<file path="config.mk">
export PLATFORM = sky130hd
export DESIGN_NAME = uart_txfifo_flat
export DESIGN_NICKNAME = d
export VERILOG_FILES = /design/src/rtl/uart_txfifo_if.sv /design/src/rtl/uart_txfifo.sv /design/src/flat_wrapper.sv
export SDC_FILE = /design/constraint.sdc
export NUM_CORES = 1
export LEC_CHECK = 0
export ABC_CLOCK_PERIOD_IN_PS = 3750
export BUFFER_PORTS_ARGS = -buffer_cell sky130_fd_sc_hd__clkbuf_2
export CORE_MARGIN = 4
export CORE_UTILIZATION = 50
export CTS_CLUSTER_DIAMETER = 120
export DETAILED_ROUTE_END_ITERATION = 10
export GPL_ROUTABILITY_DRIVEN = 0
export PLACE_DENSITY = 0.73
export SETUP_SLACK_MARGIN = 0.5
export SLEW_MARGIN = 20
export SYNTH_ARGS = -nofsm -noshare
export SYNTH_HDL_FRONTEND = slang
export SYNTH_SLANG_ARGS = --single-unit
export TNS_END_PERCENT = 100
</file>
<file path="constraint.sdc">
create_clock -name clk -period 3.75 [get_ports clk]
set_input_delay 0.375 -clock clk [delete_from_list [all_inputs] [get_ports clk]]
set_output_delay 0.375 -clock clk [all_outputs]
set_load 0.01 [all_outputs]
</file>
<file path="src/rtl/uart_txfifo_if.sv">
// Producer/uart-side signal bundle of the tx byte FIFO.
// The FIFO uses the slave modport; whatever drives it (producer plus uart) uses master.
interface uart_txfifo_if #(
  parameter int DEPTH_LOG2 = 4
);
  logic                  wr;
  logic [7:0]            wdata;
  logic                  full;
  logic                  empty;
  logic [DEPTH_LOG2:0]   level;
  logic                  ovf;
  logic                  ovfclr;
  logic                  flush;
  logic                  txreq;
  logic                  txack;
  logic [7:0]            txdata;

  modport master (
    output wr, wdata, ovfclr, flush, txack,
    input  full, empty, level, ovf, txreq, txdata
  );

  modport slave (
    input  wr, wdata, ovfclr, flush, txack,
    output full, empty, level, ovf, txreq, txdata
  );
endinterface

</file>
<file path="src/rtl/uart_txfifo.sv">
// Byte FIFO feeding the uart transmitter over txreq/txack/txdata.
// The head byte stays queued and counted until the uart acknowledges it.
module uart_txfifo #(
  parameter int DEPTH_LOG2 = 4
) (
  input  logic          clk,
  input  logic          rst,
  uart_txfifo_if.slave  bus
);
  localparam int                   DEPTH     = 1 << DEPTH_LOG2;
  localparam logic [DEPTH_LOG2:0]  CNT_FULL  = (DEPTH_LOG2+1)'(DEPTH);
  localparam logic [DEPTH_LOG2:0]  CNT_ONE   = (DEPTH_LOG2+1)'(1);
  localparam logic [DEPTH_LOG2-1:0] PTR_ONE  = DEPTH_LOG2'(1);

  logic [7:0]            mem [DEPTH];
  logic [DEPTH_LOG2-1:0] rdptr_q, rdptr_d;
  logic [DEPTH_LOG2-1:0] wrptr_q, wrptr_d;
  logic [DEPTH_LOG2:0]   count_q, count_d;
  logic                  ovf_q, ovf_d;
  logic                  inflight_q, inflight_d;

  logic                  nonempty;
  logic                  full;
  logic                  txreq;
  logic                  pop;
  logic                  push;
  logic                  drop;
  logic                  keep;
  logic [DEPTH_LOG2-1:0] rd_after_pop;

  always_comb begin
    nonempty     = (count_q != '0);
    full         = (count_q == CNT_FULL);
    // Dropping req in the ack cycle keeps the uart from relatching a stale head.
    txreq        = nonempty && !bus.txack;
    pop          = bus.txack && nonempty;
    push         = bus.wr && !full && !bus.flush;
    drop         = bus.wr && full && !bus.flush;
    keep         = (inflight_q || txreq) && !bus.txack;
    rd_after_pop = pop ? rdptr_q + PTR_ONE : rdptr_q;
  end

  always_comb begin
    rdptr_d    = rd_after_pop;
    wrptr_d    = push ? wrptr_q + PTR_ONE : wrptr_q;
    count_d    = count_q;
    inflight_d = keep;
    ovf_d      = ovf_q;

    if (push && !pop) begin
      count_d = count_q + CNT_ONE;
    end else if (pop && !push) begin
      count_d = count_q - CNT_ONE;
    end

    if (bus.flush) begin
      if (keep) begin
        // Head byte already belongs to the uart: keep exactly that one.
        rdptr_d = rdptr_q;
        wrptr_d = rdptr_q + PTR_ONE;
        count_d = CNT_ONE;
      end else begin
        wrptr_d = rd_after_pop;
        count_d = '0;
      end
    end

    if (drop) begin
      ovf_d = 1'b1;
    end else if (bus.ovfclr) begin
      ovf_d = 1'b0;
    end
  end

  always_ff @(posedge clk or posedge rst) begin
    if (rst) begin
      rdptr_q    <= '0;
      wrptr_q    <= '0;
      count_q    <= '0;
      ovf_q      <= 1'b0;
      inflight_q <= 1'b0;
    end else begin
      rdptr_q    <= rdptr_d;
      wrptr_q    <= wrptr_d;
      count_q    <= count_d;
      ovf_q      <= ovf_d;
      inflight_q <= inflight_d;
    end
  end

  // Storage is deliberately left out of reset so it maps onto RAM.
  always_ff @(posedge clk) begin
    if (push) begin
      mem[wrptr_q] <= bus.wdata;
    end
  end

  assign bus.txdata = mem[rdptr_q];
  assign bus.txreq  = txreq;
  assign bus.full   = full;
  assign bus.empty  = !nonempty;
  assign bus.level  = count_q;
  assign bus.ovf    = ovf_q;
endmodule

</file>
<file path="src/flat_wrapper.sv">
// flat-port wrapper written by rule: the top's interface ports become plain ports
module uart_txfifo_flat 
#(
  parameter int DEPTH_LOG2 = 4
)
  (clk, rst, bus_wr, bus_wdata, bus_ovfclr, bus_flush, bus_txack, bus_full, bus_empty, bus_level, bus_ovf, bus_txreq, bus_txdata);
  uart_txfifo_if #(.DEPTH_LOG2(DEPTH_LOG2)) bus_i ();
  input  logic clk;
  input  logic rst;
  input wire logic [$bits(bus_i.wr)-1:0] bus_wr;
  input wire logic [$bits(bus_i.wdata)-1:0] bus_wdata;
  input wire logic [$bits(bus_i.ovfclr)-1:0] bus_ovfclr;
  input wire logic [$bits(bus_i.flush)-1:0] bus_flush;
  input wire logic [$bits(bus_i.txack)-1:0] bus_txack;
  output wire logic [$bits(bus_i.full)-1:0] bus_full;
  output wire logic [$bits(bus_i.empty)-1:0] bus_empty;
  output wire logic [$bits(bus_i.level)-1:0] bus_level;
  output wire logic [$bits(bus_i.ovf)-1:0] bus_ovf;
  output wire logic [$bits(bus_i.txreq)-1:0] bus_txreq;
  output wire logic [$bits(bus_i.txdata)-1:0] bus_txdata;
  assign bus_i.wr = bus_wr;
  assign bus_i.wdata = bus_wdata;
  assign bus_i.ovfclr = bus_ovfclr;
  assign bus_i.flush = bus_flush;
  assign bus_i.txack = bus_txack;
  assign bus_full = bus_i.full;
  assign bus_empty = bus_i.empty;
  assign bus_level = bus_i.level;
  assign bus_ovf = bus_i.ovf;
  assign bus_txreq = bus_i.txreq;
  assign bus_txdata = bus_i.txdata;
  uart_txfifo #(.DEPTH_LOG2(DEPTH_LOG2)) u_core (.clk(clk), .rst(rst), .bus(bus_i));
endmodule
</file>
Yosys cells after proc, flatten, opt, wreduce, memory -nomap -nowiden
Memories as Yosys holds them, arrays and structs flattened.
Cells that the tools add are included.
{ "totals": {"regBits": 15, "output_inout_bits": 17, "ram_bits": 128, "n_memories": 1, "wordCells": 46, "inputBits": 14} }
{ "classes": {"n_eq_ne": 2, "muxes": 14, "n_addsub": 4, "n_reduce_logical": 20} }
{ "mem_list": {"columns": ["memory", "words", "width", "rd", "rd_clocked_by_memory_dff", "wr", "line_no", "rtl"], "rows": [
  ["u_core.mem", 16, 8, 1, 0, 1, "uart_txfifo.sv:15", "logic [7:0] mem [DEPTH];"]
]} }
{ "op_table": {"columns": ["cell", "n"], "rows": [
  ["$mux 4", 6],
  ["$mux 5", 3],
  ["$logic_and 1x1->1", 9],
  ["$add 4x1->4 const B", 2],
  ["$logic_not 1->1", 6],
  ["$add 5x1->5 const B", 1],
  ["$eq 5x5->1 const B", 1],
  ["$mux 1", 5],
  ["$reduce_bool 5->1", 1],
  ["$sub 5x1->5 const B", 1],
  ["$reduce_bool 2->1", 2],
  ["$reduce_bool 3->1", 1],
  ["$ne 2x2->1 const B", 1],
  ["$logic_or 1x1->1", 1]
]} }

Depth between registers and ports, before layout
Gate-level depths: netlist of run 1.
{ "depth": {"ltp_word": 9, "mapped_depth": 9, "mapped_depth_nobuf": 8} }

Worst setup path before layout of run 1
Ideal clock, no wire load.
{ "synth_path": {"path_type": "register to register", "from": "reg u_core.count_q[0] (netlist: u_core.bus.level[0])", "to": "reg u_core.count_q[4] (netlist: u_core.bus.level[4])", "period_less_slack_ns": 2.821, "path_stages_with_launch": 10, "t_required_ns": 3.668, "path_slack_ns": 0.929, "setup_ns": 0.082, "arrival_time_ns": 2.739, "cell_sequence": "dfrtp_1 or4_1 buf_2 o21ai_1 nand2_1 fa_1 a21o_1 a2111oi_0 o21ai_0 a31oi_1"} }
{ "synth_between": {"elab_chain_cells": 7, "word_cells_on_any_way": 16, "classes_between": "add/sub (2); eq/ne (1); mux (3); reduce/logical (10)"} }
{ "synth_lines": {"columns": ["item", "line_no", "rtl"], "rows": [
  ["start: declaration", "uart_txfifo.sv:18", "logic [DEPTH_LOG2:0] count_q, count_d;"],
  ["start signal: assignment", "uart_txfifo.sv:85", "count_q <= count_d;"],
  ["branches (longest 7 deep; another with $sub 5x1->5)", null, null]
]} }
Several ways; the timed one is not identified. The select of a mux whose other input is x is not followed.
A chain may end at the register's enable or synchronous reset.

Final worst setup path of run 1
{ "layout_path": {"from": "reg u_core.rdptr_q[0]", "to": "out bus_txdata[7]"} }
{ "layout_between": {"elab_chain_cells": 1} }
{ "layout_lines": {"columns": ["item", "line_no", "rtl"], "rows": [
  ["start: declaration", "uart_txfifo.sv:16", "logic [DEPTH_LOG2-1:0] rdptr_q, rdptr_d;"],
  ["start signal: assignment", "uart_txfifo.sv:83", "rdptr_q <= rdptr_d;"],
  ["$mem_v2 16x8", null, null],
  ["end: declaration", "flat_wrapper.sv:20", "output wire logic [$bits(bus_i.txdata)-1:0] bus_txdata;"]
]} }
No other way between the ends.

==> impl_summary.md, run 1 <==
Run status
The run finished with clean final reports.

Placement
The number of buffer cells added on primary ports is 30. After detailed placement, the total cell area comes to 6470 um^2. The half-perimeter wire length after placement is 7.53 mm.

Logic synthesis
The post-synthesis cell type count is 46. The sequential cell area fraction in the yosys report is 0.690. The number of warning messages in the yosys log is 0. In the synthesized netlist the dominant register cell turns out to be edfxtp_1.

Summing every instance area after synthesis gives 6120 um^2. The cell count after synthesis came out at 315. In this run, synthesis produced a sequential element count of 143.

The mean cell area of the mapped netlist is 19.4 um^2. Yosys mapped a number of flops with a built-in enable equal to 128. The synthesized net count is 339. The share of async-settable or async-resettable flops after synthesis is 0.105.

Die
The area of the die is 14,100 um^2. The width of the chip is 119 um. During I/O placement, the number of pins put on the boundary was 31. The floorplan has 40 rows. For this configuration, the core starts out at a cell density of 0.509.

From bottom edge to top edge, the die measures 119 um. In this run the standard cell core region covers 12,000 um^2.

Setup path
For the worst setup path, the data required time is 3380 ps. The worst register-to-register path has a depth of 8. The number of buffer and inverter instances along the worst setup path is 2. The number of cells on the critical path is 4. The startpoint of the worst-slack reg-to-reg timing path is u_core.bus.level[0].

The category of the worst setup path launch point is a flop. The start-to-end type of the worst setup path is flop to output port. In this run the critical register-to-register path is captured at u_core.bus.level[4].

The maximum net fanout on the critical path is 21. The critical path's slowest cell is dfrtp_2. The sort of element at the end of the critical path is an output port. The setup check on the worst reg-to-reg path leaves a slack of 800 ps. The critical path goes through buf_12, mux4_1, mux4_2, clkbuf_2. The critical path data arrival time is 2670 ps. The category of cells accounting for the largest share of critical-path delay is multiplexers. The biggest cell delay along the critical path is 730 ps.

Layout
The share of final-layout standard cells stronger than drive strength 1 is 0.279. The area growth from synthesis to layout is 15.4%. The count of antenna diodes in the layout is 0. The final design instance area without fill is 7060 um^2.

The total number of nets in the final design is 387. The layout has 863 filler cells.

Power and ir drop
The worst-case IR drop observed on VDD is 0.000378 V. In this run the static leakage power is 2.50 nW. The total power per unit cell area is 757 nW/um^2.

Timing
The headroom to the max-slew limit is 0.411. Setup repair after global routing left no endpoint under its margin. The number of max-slew violations in the final report is 0.

The number of hold violations in the final report is 0. After layout, the minimum clock period comes to 3050 ps. The final worst-path cycle share is 0.813. For the final database, setup skew stands at 10.0 ps. Setup violations remaining at the end of the flow were counted as 0.

The setup TNS is 0 ps. At the pin with the least slew margin, the transition time is 880 ps. The top achievable clock speed is 0.328 GHz.

Run
Across the run, the number of max-cap violations was 0.

GRT
The global-route usage over all layers is 0.187. The initial antenna violation count came to 0. The largest net degree at the start of global routing is 22. For this run the aggregate overflow at the end of global routing stands at 0. The via count of the first global-routing pass is 3,131. The first global-routing pass estimated 19.1 mm of wire.

Detailed routing
For this block, the initial DRC count from the detailed router was 303. The post-detailed-route DRC marker count is 0. In this run the remaining antenna-violating nets after routing total 0. Wires add up to 12.4 mm. The post-detailed-route wirelength per cell is 23.6 um. The routed via count divided by cell count is 5.95.

The detailed router placed 3,113 vias in this run. For this run, the detailed router's first-pass iteration total came to 4.

Clock network
After clock tree synthesis, the clock-pin slew on the worst setup and hold paths is 60 ps. The post-cts hold buffer count is 0. The clock drives 143 sinks.

The deepest level of the CTS H-tree is 4. The CTS tree is yes. The clock passes through at most 2 buffers.

The number of buffers added by the clock tree synthesis step is 17. Clock tree synthesis selected as its root buffer the cell clkbuf_16. The later pin in the worst-skew pair is clocked with a latency of 420 ps.

Min path
The class of the worst hold path is primary input to asynchronous set/reset pin.
## timing repair
action / in CTS / in global routing
buffers inserted: 0 / 0
endpoints found under the setup margin: 0 / 1
resized for setup: 0 / 1
## how the worst max path moves through the flow
| stage | from | end | slack, ps |
|---|---|---|---|
| after floorplan | u_core.bus.level[0] | u_core.bus.level[4] | 930 |
| after global placement | u_core.bus.level[0] | u_core.bus.level[4] | 740 |
| after detailed placement | u_core.bus.level[0] | u_core.bus.level[4] | 680 |
| after CTS | u_core.bus.level[0] | u_core.bus.level[4] | 640 |
| after global routing | u_core.bus.level[0] | u_core.bus.level[4] | 600 |
| final | u_core.rdptr_q[0] | bus_txdata[7] | 700 |
## kinds of logic after synthesis
family / share of synthesized area
AOI/OAI and AO/OA: 0.0303
xor gates and xnor gates: 0.0143
adders and majority gates: 0.0217
buffers and inverters: 0.0266
DFF: 0.690
muxes: 0.174
and+or+nand+nor: 0.0432
## cell type report
| type | instances | area, um^2 | share of cell area |
|---|---|---|---|
| sequential | 143 | 4220 | 0.598 |
| multi-input combinational | 146 | 1740 | 0.246 |
| clock buffer | 19 | 433 | 0.0613 |
| timing repair buffer | 46 | 295 | 0.0418 |
| tap | 147 | 184 | 0.0260 |
| clock inverter | 13 | 156 | 0.0221 |
| inverter | 9 | 33.8 | 0.00478 |
## Yosys cell counts (all sizes together) (2+ instances only)
cell | instances | share of area
nor2 | 14 | 0.0086
nand2b | 4 | 0.0041
and3 | 2 | 0.0020
mux4 | 40 | 0.16
mux2i | 9 | 0.015
xnor2 | 5 | 0.0072
ha | 9 | 0.018
nor3 | 5 | 0.0059
a31oi | 2 | 0.0020
a21oi | 5 | 0.0041
xor2 | 5 | 0.0072
dfrtp | 15 | 0.061
a211oi | 2 | 0.0025
clkbuf | 4 | 0.0031
inv | 9 | 0.0055
o21ai | 3 | 0.0025
a21boi | 2 | 0.0025
nand2 | 19 | 0.012
buf | 13 | 0.018
nand3 | 5 | 0.0041
o31ai | 2 | 0.0041
edfxtp | 128 | 0.63
## metal layers
layer,routed length [um],part of all wire,vias up,global-route usage
li1,-,-,1384,-
met1,5120,0.41,1577,0.249
met2,6340,0.51,136,0.310
met3,755,0.061,16,0.0455
met4,144,0.012,0,0.0521
met5,0,0,-,0
## state kept, by name, indices dropped and copies added, names as in the netlist
| name | cells |
|---|---|
| u_core.bus.ovf | 1 |
| u_core.bus.level | 5 |
| u_core.inflight_q | 1 |
| u_core.mem | 128 |
| u_core.rdptr_q | 4 |
| u_core.wrptr_q | 4 |
## through the flow
stage	power [mW]	hold WS, ps	setup slack, ps	instances	util
6_report	5.35	3.57	701	523	0.588
5_1_grt	5.62	73.5	595	523	0.588
4_1_cts	5.37	28.0	644	523	0.588
3_5_place_dp	3.71	472	677	491	0.539
3_3_place_gp	3.67	461	741	491	0.539
2_1_floorplan	3.29	276	929	315	-
## report_power, final
group,internal (mW),switching (mW)
combinational,0.801,0.723
clock,0.994,0.661
sequential,1.88,0.286
total,3.68,1.67
## cell usage in the layout, fill, tap and decap left out, types with 3 or more instances in the layout
cell type,instances
clkinv_4,3
nand3_1,5
a21oi_1,5
mux2i_1,9
mux4_1,20
inv_1,8
nand2b_1,4
nor3_1,4
xnor2_1,5
xor2_1,5
edfxtp_1,128
dfrtp_1,14
nand2_1,19
ha_1,9
buf_4,14
nor2_1,14
clkinvlp_4,4
mux4_2,20
clkbuf_16,17
clkbuf_2,30
(Power assumes the default switching activity.)
==> inputs of run 2 (changes only) <==
--- a/config.mk
+++ b/config.mk
@@ -5,7 +5,7 @@
 export SDC_FILE = /design/constraint.sdc
 export NUM_CORES = 1
 export LEC_CHECK = 0
-export ABC_CLOCK_PERIOD_IN_PS = 3750
+export ABC_CLOCK_PERIOD_IN_PS = 3050
 export BUFFER_PORTS_ARGS = -buffer_cell sky130_fd_sc_hd__clkbuf_2
 export CORE_MARGIN = 4
 export CORE_UTILIZATION = 50
==> constraint.sdc (replaced) <==
create_clock -name clk -period 3.05 [get_ports clk]
set_input_delay 0.305 -clock clk [delete_from_list [all_inputs] [get_ports clk]]
set_output_delay 0.305 -clock clk [all_outputs]
set_load 0.01 [all_outputs]
==> run 2 against run 1 <==
Against the previous run: combinational power grew 68%; worst hold slack gained 72 ps; cell count grew 5.0%; clock skew shrank 0.57 ps; sequential cell count is the same; global-route usage grew 0.59 points; utilization grew 2.4 points; final area grew 4.1%; critical endpoint is now bus_txdata[4].
==> impl_summary.md, run 2 (synthesized netlist as in run 1, its figures left out) <==
Run status
Run status: finished, final reports clean (unchanged).

Layout
The top register by number of flip-flops is u_core.mem (unchanged). Top library cells by usage in the layout, fill and taps aside: edfxtp_1 (128), buf_4 (35), mux4_2 (33) (was edfxtp_1 (128), clkbuf_2 (30), mux4_2 (20), mux4_1 (20), nand2_1 (19)). The share of final-layout standard cells stronger than drive strength 1 is 0.381 (was 0.279). The relative area change from synthesis to final layout is 20.1% (was 15.4%). The count of antenna diodes in the layout is 0 (unchanged). The total number of nets in the final design is 414 (was 387). The number of flip-flops under the largest register name is 128 (unchanged). The end-of-flow core utilization came to 0.612 (was 0.588). The leading cell type in the layout, fill and taps excluded is edfxtp_1 (unchanged).

Timing
The number of hold violations in the final report is 0 (unchanged). The setup TNS came to 0 ps (unchanged). The count of endpoints failing setup in the final report is 0 (unchanged). The setup slack of the critical path after layout is 435 ps (was 701 ps).

Dividing the final minimum period by the clock period gives 0.857. The clock tree skew after final layout came to 9.44 ps (was 10.0 ps). The number of max-slew violations in the final report is 0 (unchanged). The top achievable clock speed is 0.382 GHz. The shortest period the worst path allows is 2620 ps. The headroom to the max-slew limit was 0.442 (was 0.411). RSZ-0062 raised after global routing: true (was false). The transition time at the pin with the least slew margin is 834 ps (was 880 ps).

The worst slack on hold paths is 75.7 ps (was 3.57 ps).

Die
The number of I/O pins is 31 (unchanged). The floorplan die height was 119 um (unchanged). The initial core utilization is 0.509 (unchanged).

The width of the chip is 119 um (unchanged). The area of the die is 14,100 um^2 (unchanged). The floorplan core area was 12,000 um^2 (unchanged). The cell row count is 40 (unchanged).

Power and ir drop
The worst ir drop on vdd is 0.000403 V (was 0.000378 V). The leakage power is 2.63 nW (was 2.50 nW). The total power per unit cell area is 978 nW/um^2 (was 757 nW/um^2).

Placement
The minimum setup slack after placement was 330 ps (was 677 ps). The number of buffer cells added on primary ports is 30 (unchanged). The half-perimeter wire length after placement is 7.73 mm (was 7.53 mm).

Clock network
The CTS tree is yes (unchanged). The number of buffers added by the clock tree synthesis step is 17 (unchanged). The clock transition time at the flip-flop clock pins of the worst setup and hold paths was 60 ps (about the same). The deepest level of the CTS H-tree is 4 (unchanged). The cell at the root of the clock tree was clkbuf_16 (unchanged).

The TritonCTS sink count came to 143 (unchanged). The insertion delay to the later sink of the worst-skew pair came to 410 ps (was 420 ps). The number of buffers between clock root and the deepest sink is 2 (unchanged).

Detailed routing
The number of vias in the routed layout is 3,295 (was 3,113). The post-detailed-route DRC marker count is 0 (unchanged). The total iterations of the first detailed-routing run is 5 (was 4). The total detailed-routing wirelength is 13.1 mm (was 12.4 mm). The antenna violation net count after detailed routing is 0 (unchanged). The initial detailed-routing violation count is 246 (was 303). The routed via count divided by cell count is 6.00 (was 5.95). The post-detailed-route wirelength per cell came to 23.9 um (was 23.6 um).

GRT
The initial antenna violation count is 0 (unchanged). The largest net degree at the start of global routing came to 28 (was 22). The global-route usage over all layers was 0.193 (was 0.187). The global-route wire length before repair is 20.0 mm (was 19.1 mm). The remaining global-route overflow came to 0 (unchanged).

The via count of the first global-routing pass is 3,291 (was 3,131).

Setup path
The required time of the critical path is 2740 ps (was 3380 ps). The maximum net fanout on the critical path is 7 (was 21). The critical path data arrival time came to 2310 ps (was 2670 ps). The sort of element at the end of the critical path is an output port (unchanged). The category of the worst setup path launch point is a flop (unchanged). The start-to-end type of the worst setup path is flop to output port (unchanged).

Run
The number of max-capacitance violations reported is 0 (unchanged).

Min path
The class of the worst hold path is primary input to flop (was primary input to asynchronous set/reset pin).
==> run 2: report_power, final <==
part	switching, mW	internal, mW	leakage, nW
clock	0.788	1.29	0.288
sequential	0.232	2.32	1.33
combinational	1.19	1.38	1.01
total	2.21	4.98	2.63
==> run 2: final cells by class <==
| cell class | instances | area (um^2) |
|---|---|---|
| clock buffers | 19 | 433 |
| clock inverters | 12 | 160 |
| fillers | 828 | 4660 |
| inverters | 9 | 33.8 |
| multi-input cells | 146 | 1740 |
| flip-flops and latches | 143 | 4220 |
| well taps | 147 | 184 |
| repair buffers | 73 | 574 |
==> run 2: path summary, 6_finish.rpt <==
kind	to	depth (start not counted)	startpoint	slack [ps]
setup reg to reg	u_core.bus.level[4]	8	u_core.bus.level[1]	470
hold reg to reg	u_core.bus.ovf	2	u_core.bus.ovf	550
hold / removal	u_core.bus.ovf	2	bus_ovfclr	80
setup / recovery	bus_txdata[4]	5	u_core.rdptr_q[0]	430
min in group asynchronous	u_core.rdptr_q[3]	3	rst	490
max in group asynchronous	u_core.bus.level[0]	3	rst	2130
==> run 2: metrics by stage <==
stage	power, mW	instance area, um^2	std cells
6_report	7.19	7350	549
4_1_cts	7.02	7250	539
2_1_floorplan	4.07	6140	315
3_3_place_gp	4.55	6490	495
5_1_grt	7.52	7350	549
3_5_place_dp	4.61	6490	495
==> run 2: metal layers <==
layer,global-route usage,vias to the layer above,wire [um]
li1,-,1425,-
met4,0.0550,0,252
met5,0,-,0
met3,0.0474,26,791
met1,0.282,1699,5750
met2,0.291,145,6310
==> run 2: critical path: stages, from the launching register on <==
cell	delay, ps
dfrtp_2	410
buf_12	140
buf_12	140
mux4_1	560
mux4_2	500
clkbuf_2	150
==> run 2: timing repair <==
item                                    4_1_cts  5_1_grt
hold buffers                                  1        0
endpoints found under the setup margin        9       10
setup buffers                                10       10
gates resized for setup                      23        8
pin swaps                                     1        6
gates cloned                                  2        0
endpoints found under the hold margin        15        0
==> inputs of run 3 (changes only) <==
--- a/config.mk
+++ b/config.mk
@@ -6,13 +6,15 @@
 export NUM_CORES = 1
 export LEC_CHECK = 0
 export ABC_CLOCK_PERIOD_IN_PS = 3050
-export BUFFER_PORTS_ARGS = -buffer_cell sky130_fd_sc_hd__clkbuf_2
+export CELL_PAD_IN_SITES_DETAIL_PLACEMENT = 0
+export CELL_PAD_IN_SITES_GLOBAL_PLACEMENT = 1
 export CORE_MARGIN = 4
 export CORE_UTILIZATION = 50
 export CTS_CLUSTER_DIAMETER = 120
 export DETAILED_ROUTE_END_ITERATION = 10
+export DONT_BUFFER_PORTS = 1
 export GPL_ROUTABILITY_DRIVEN = 0
-export PLACE_DENSITY = 0.73
+export PLACE_DENSITY = 0.79
 export SETUP_SLACK_MARGIN = 0.5
 export SLEW_MARGIN = 20
 export SYNTH_ARGS = -nofsm -noshare
==> run 3 against run 2 <==
Against the previous run: critical path depth decreased by 2; first-iteration DRC count increased by 39%; worst hold slack got worse by 46 ps; cell count decreased by 7.1%; critical path type unchanged; die area unchanged; utilization decreased by 2.5 points; largest power group is now registers; sequential power decreased by 2%; via count decreased by 9.9%; non-clock buffer count decreased by 41.
==> impl_summary.md, run 3 (synthesized netlist as in run 1, its figures left out) <==
Run status
Run status: finished, final reports clean (unchanged).

GRT
The global-route usage over all layers was 0.170 (was 0.193). The global-route wire length before repair was 17.8 mm (was 20.0 mm). The initial antenna violation count was 0 (unchanged).

The via count of the first global-routing pass is 3,039 (was 3,291). The remaining global-route overflow came to 0 (unchanged). The largest net degree at the start of global routing is 37 (was 28).

Setup path
The worst-case register-to-register setup slack is 650 ps (was 470 ps). The maximum net fanout on the critical path was 10 (was 7). The worst reg2reg path depth is 8 (unchanged). The category of the worst setup path launch point is a flop (unchanged). The start-to-end type of the worst setup path is flop to output port (unchanged).

The critical path data arrival time was 2200 ps (was 2310 ps). The sort of element at the end of the critical path is an output port (unchanged). The capturing point of the worst reg2reg path is u_core.bus.level[4] (unchanged). The required time of the critical path came to 2740 ps (about the same). The startpoint of the worst-slack reg-to-reg timing path is u_core.bus.level[0] (was u_core.bus.level[1]).

Timing
The clock tree skew after final layout came to 10.1 ps (was 9.44 ps). RSZ-0062 raised after global routing: true (unchanged). The transition time at the pin with the least slew margin is 779 ps (was 834 ps).

The shortest period the worst path allows came to 2510 ps (was 2620 ps). The setup slack of the critical path after layout is 541 ps (was 435 ps). The number of max-slew violations in the final report is 0 (unchanged). The top achievable clock speed is 0.399 GHz (was 0.382 GHz). The setup TNS is 0 ps (unchanged). The number of hold violations in the final report is 0 (unchanged).

The headroom to the max-slew limit was 0.479 (was 0.442). The count of endpoints failing setup in the final report was 0 (unchanged). The final worst-path cycle share was 0.822 (was 0.857).

Layout
The final design instance area without fill is 7050 um^2 (was 7350 um^2). The filler cell count in the final layout is 867 (was 828). The share of final-layout standard cells stronger than drive strength 1 came to 0.251 (was 0.381).

The total number of nets in the final design is 373 (was 414). The relative area change from synthesis to final layout is 15.2% (was 20.1%). The multi-input logic area is 1780 um^2 (was 1740 um^2). The leading cell type in the layout, fill and taps excluded is edfxtp_1 (unchanged).

The end-of-flow core utilization is 0.587 (was 0.612). The top register by number of flip-flops is u_core.mem (unchanged). Top library cells by usage in the layout, fill and taps aside: edfxtp_1 (128), mux4_2 (21), mux4_1 (19), buf_4 (19), nand2_1 (18) (was edfxtp_1 (128), buf_4 (35), mux4_2 (33)). The number of flip-flops under the largest register name came to 128 (unchanged). The storage element area is 4220 um^2 (about the same).

The number of non-filler instances in the completed layout is 510 (was 549).

Placement
The half-perimeter wire length after placement is 7.17 mm (was 7.73 mm). The number of placed instances with taps included is 463 (was 495). The number of buffer cells added on primary ports was 0 (was 30).

The area after detailed placement is 6330 um^2 (was 6490 um^2). The minimum setup slack after placement came to 369 ps (was 330 ps).

Power and ir drop
The internal power component is 4.36 mW (was 4.98 mW). The sequential group share of total power is 0.390 (was 0.355). The fraction of power spent switching nets came to 0.320 (was 0.307). The combinational fraction of design power is 0.312 (was 0.356).

The leakage power came to 2.43 nW (was 2.63 nW). The total power per unit cell area came to 909 nW/um^2 (was 978 nW/um^2). The reported net switching power is 2.05 mW (was 2.21 mW). The worst ir drop on vdd was 0.000445 V (was 0.000403 V).

The clock network fraction of total power is 0.298 (was 0.289).

Die
The floorplan core area is 12,000 um^2 (unchanged). The initial core utilization is 0.509 (unchanged). The width of the chip is 119 um (unchanged).

The cell row count is 40 (unchanged). The area of the die is 14,100 um^2 (unchanged). The number of I/O pins is 31 (unchanged). The floorplan die height was 119 um (unchanged).

Detailed routing
The total iterations of the first detailed-routing run came to 5 (unchanged). The routed via count divided by cell count is 5.82 (was 6.00). The number of vias in the routed layout is 2,968 (was 3,295). The antenna violation net count after detailed routing is 0 (unchanged). The initial detailed-routing violation count came to 341 (was 246). The total detailed-routing wirelength came to 11.1 mm (was 13.1 mm).

The post-detailed-route DRC marker count came to 0 (unchanged). The post-detailed-route wirelength per cell is 21.7 um (was 23.9 um).

Clock network
The deepest level of the CTS H-tree is 4 (unchanged). The number of buffers between clock root and the deepest sink is 2 (unchanged). The insertion delay to the later sink of the worst-skew pair is 420 ps (was 410 ps). The clock transition time at the flip-flop clock pins of the worst setup and hold paths came to 60 ps (about the same).

The cell at the root of the clock tree is clkbuf_16 (unchanged). The number of buffers added by the clock tree synthesis step was 17 (unchanged). The CTS tree is yes (unchanged). The TritonCTS sink count is 143 (unchanged).

Min path
The endpoint of the worst hold path is u_core.bus.level[0] (was u_core.bus.ovf). The class of the worst hold path is primary input to flop (unchanged). The beginning of the worst hold path is bus_flush (was bus_ovfclr). The cell count of the worst hold path came to 1 (was 2).

Run
The number of max-capacitance violations reported is 0 (unchanged).
## run 3: cell types whose count changed in the layout (fill, tap and decap cells not counted), sizes merged, moves of 3 or more
cell         delta
buf            -21
bufinv          -3
clkbuf         -32
clkinv          -3
dlygate4sd3    +11
inv             +8
## run 3: timing repair
item | CTS | global route
cloned | 0 | 0
endpoints found under the hold margin | 147 | 0
resized for setup | 7 | 4
setup endpoints to repair | 9 | 12
pin swaps | 3 | 2
hold buffers | 12 | 0
setup buffers | 2 | 0
## run 3: worst max-delay path by stage
stage,start,to,slack [ps],cells past startpoint
final,u_core.rdptr_q[0],bus_txdata[1],540,3
after global routing,u_core.rdptr_q[0],bus_txdata[7],470,3
after CTS,u_core.rdptr_q[0],bus_txdata[6],510,3
after detailed placement,u_core.bus.level[3],u_core.bus.level[4],370,8
after global placement,u_core.bus.level[3],u_core.bus.level[4],360,8
after floorplan,u_core.bus.level[0],u_core.bus.level[4],420,9
## run 3: critical path, cell delays in order, from the launching register on
cell     delay [ps]
dfrtp_2         380
buf_4           220
mux4_1          640
mux4_2          540
## run 3: final cells by class
type	instances	area share
diodes	1	0.000355
clock buffers	17	0.0603
clock inverters	15	0.0172
inverters	9	0.00479
multi-input cells	146	0.252
flip-flops and latches	143	0.599
well taps	147	0.0261
repair buffers	32	0.0401
## run 3: power by group through the flow
stage,registers [mW],logic [mW],clock network (mW)
global route,2.52,2.18,2.04
CTS,2.50,2.01,1.95
floorplan,2.46,1.60,0
detailed placement,2.54,1.90,0
global placement,2.53,1.89,0
finish,2.50,2.00,1.91
## run 3: per-stage QoR
| stage | hold WS [ps] | total power, mW |
|---|---|---|
| final | 29.3 | 6.41 |
| after global routing | 25.5 | 6.74 |
| after CTS | 15.1 | 6.46 |
| after detailed placement | 319 | 4.43 |
| after global placement | 303 | 4.42 |
| after floorplan | 206 | 4.07 |
## run 3: routing by layer
layer | share of wire | global-route usage
met3 | 0.051 | 0.0440
met1 | 0.47 | 0.254
met5 | 0 | 0
met2 | 0.47 | 0.241
met4 | 0.0070 | 0.0652
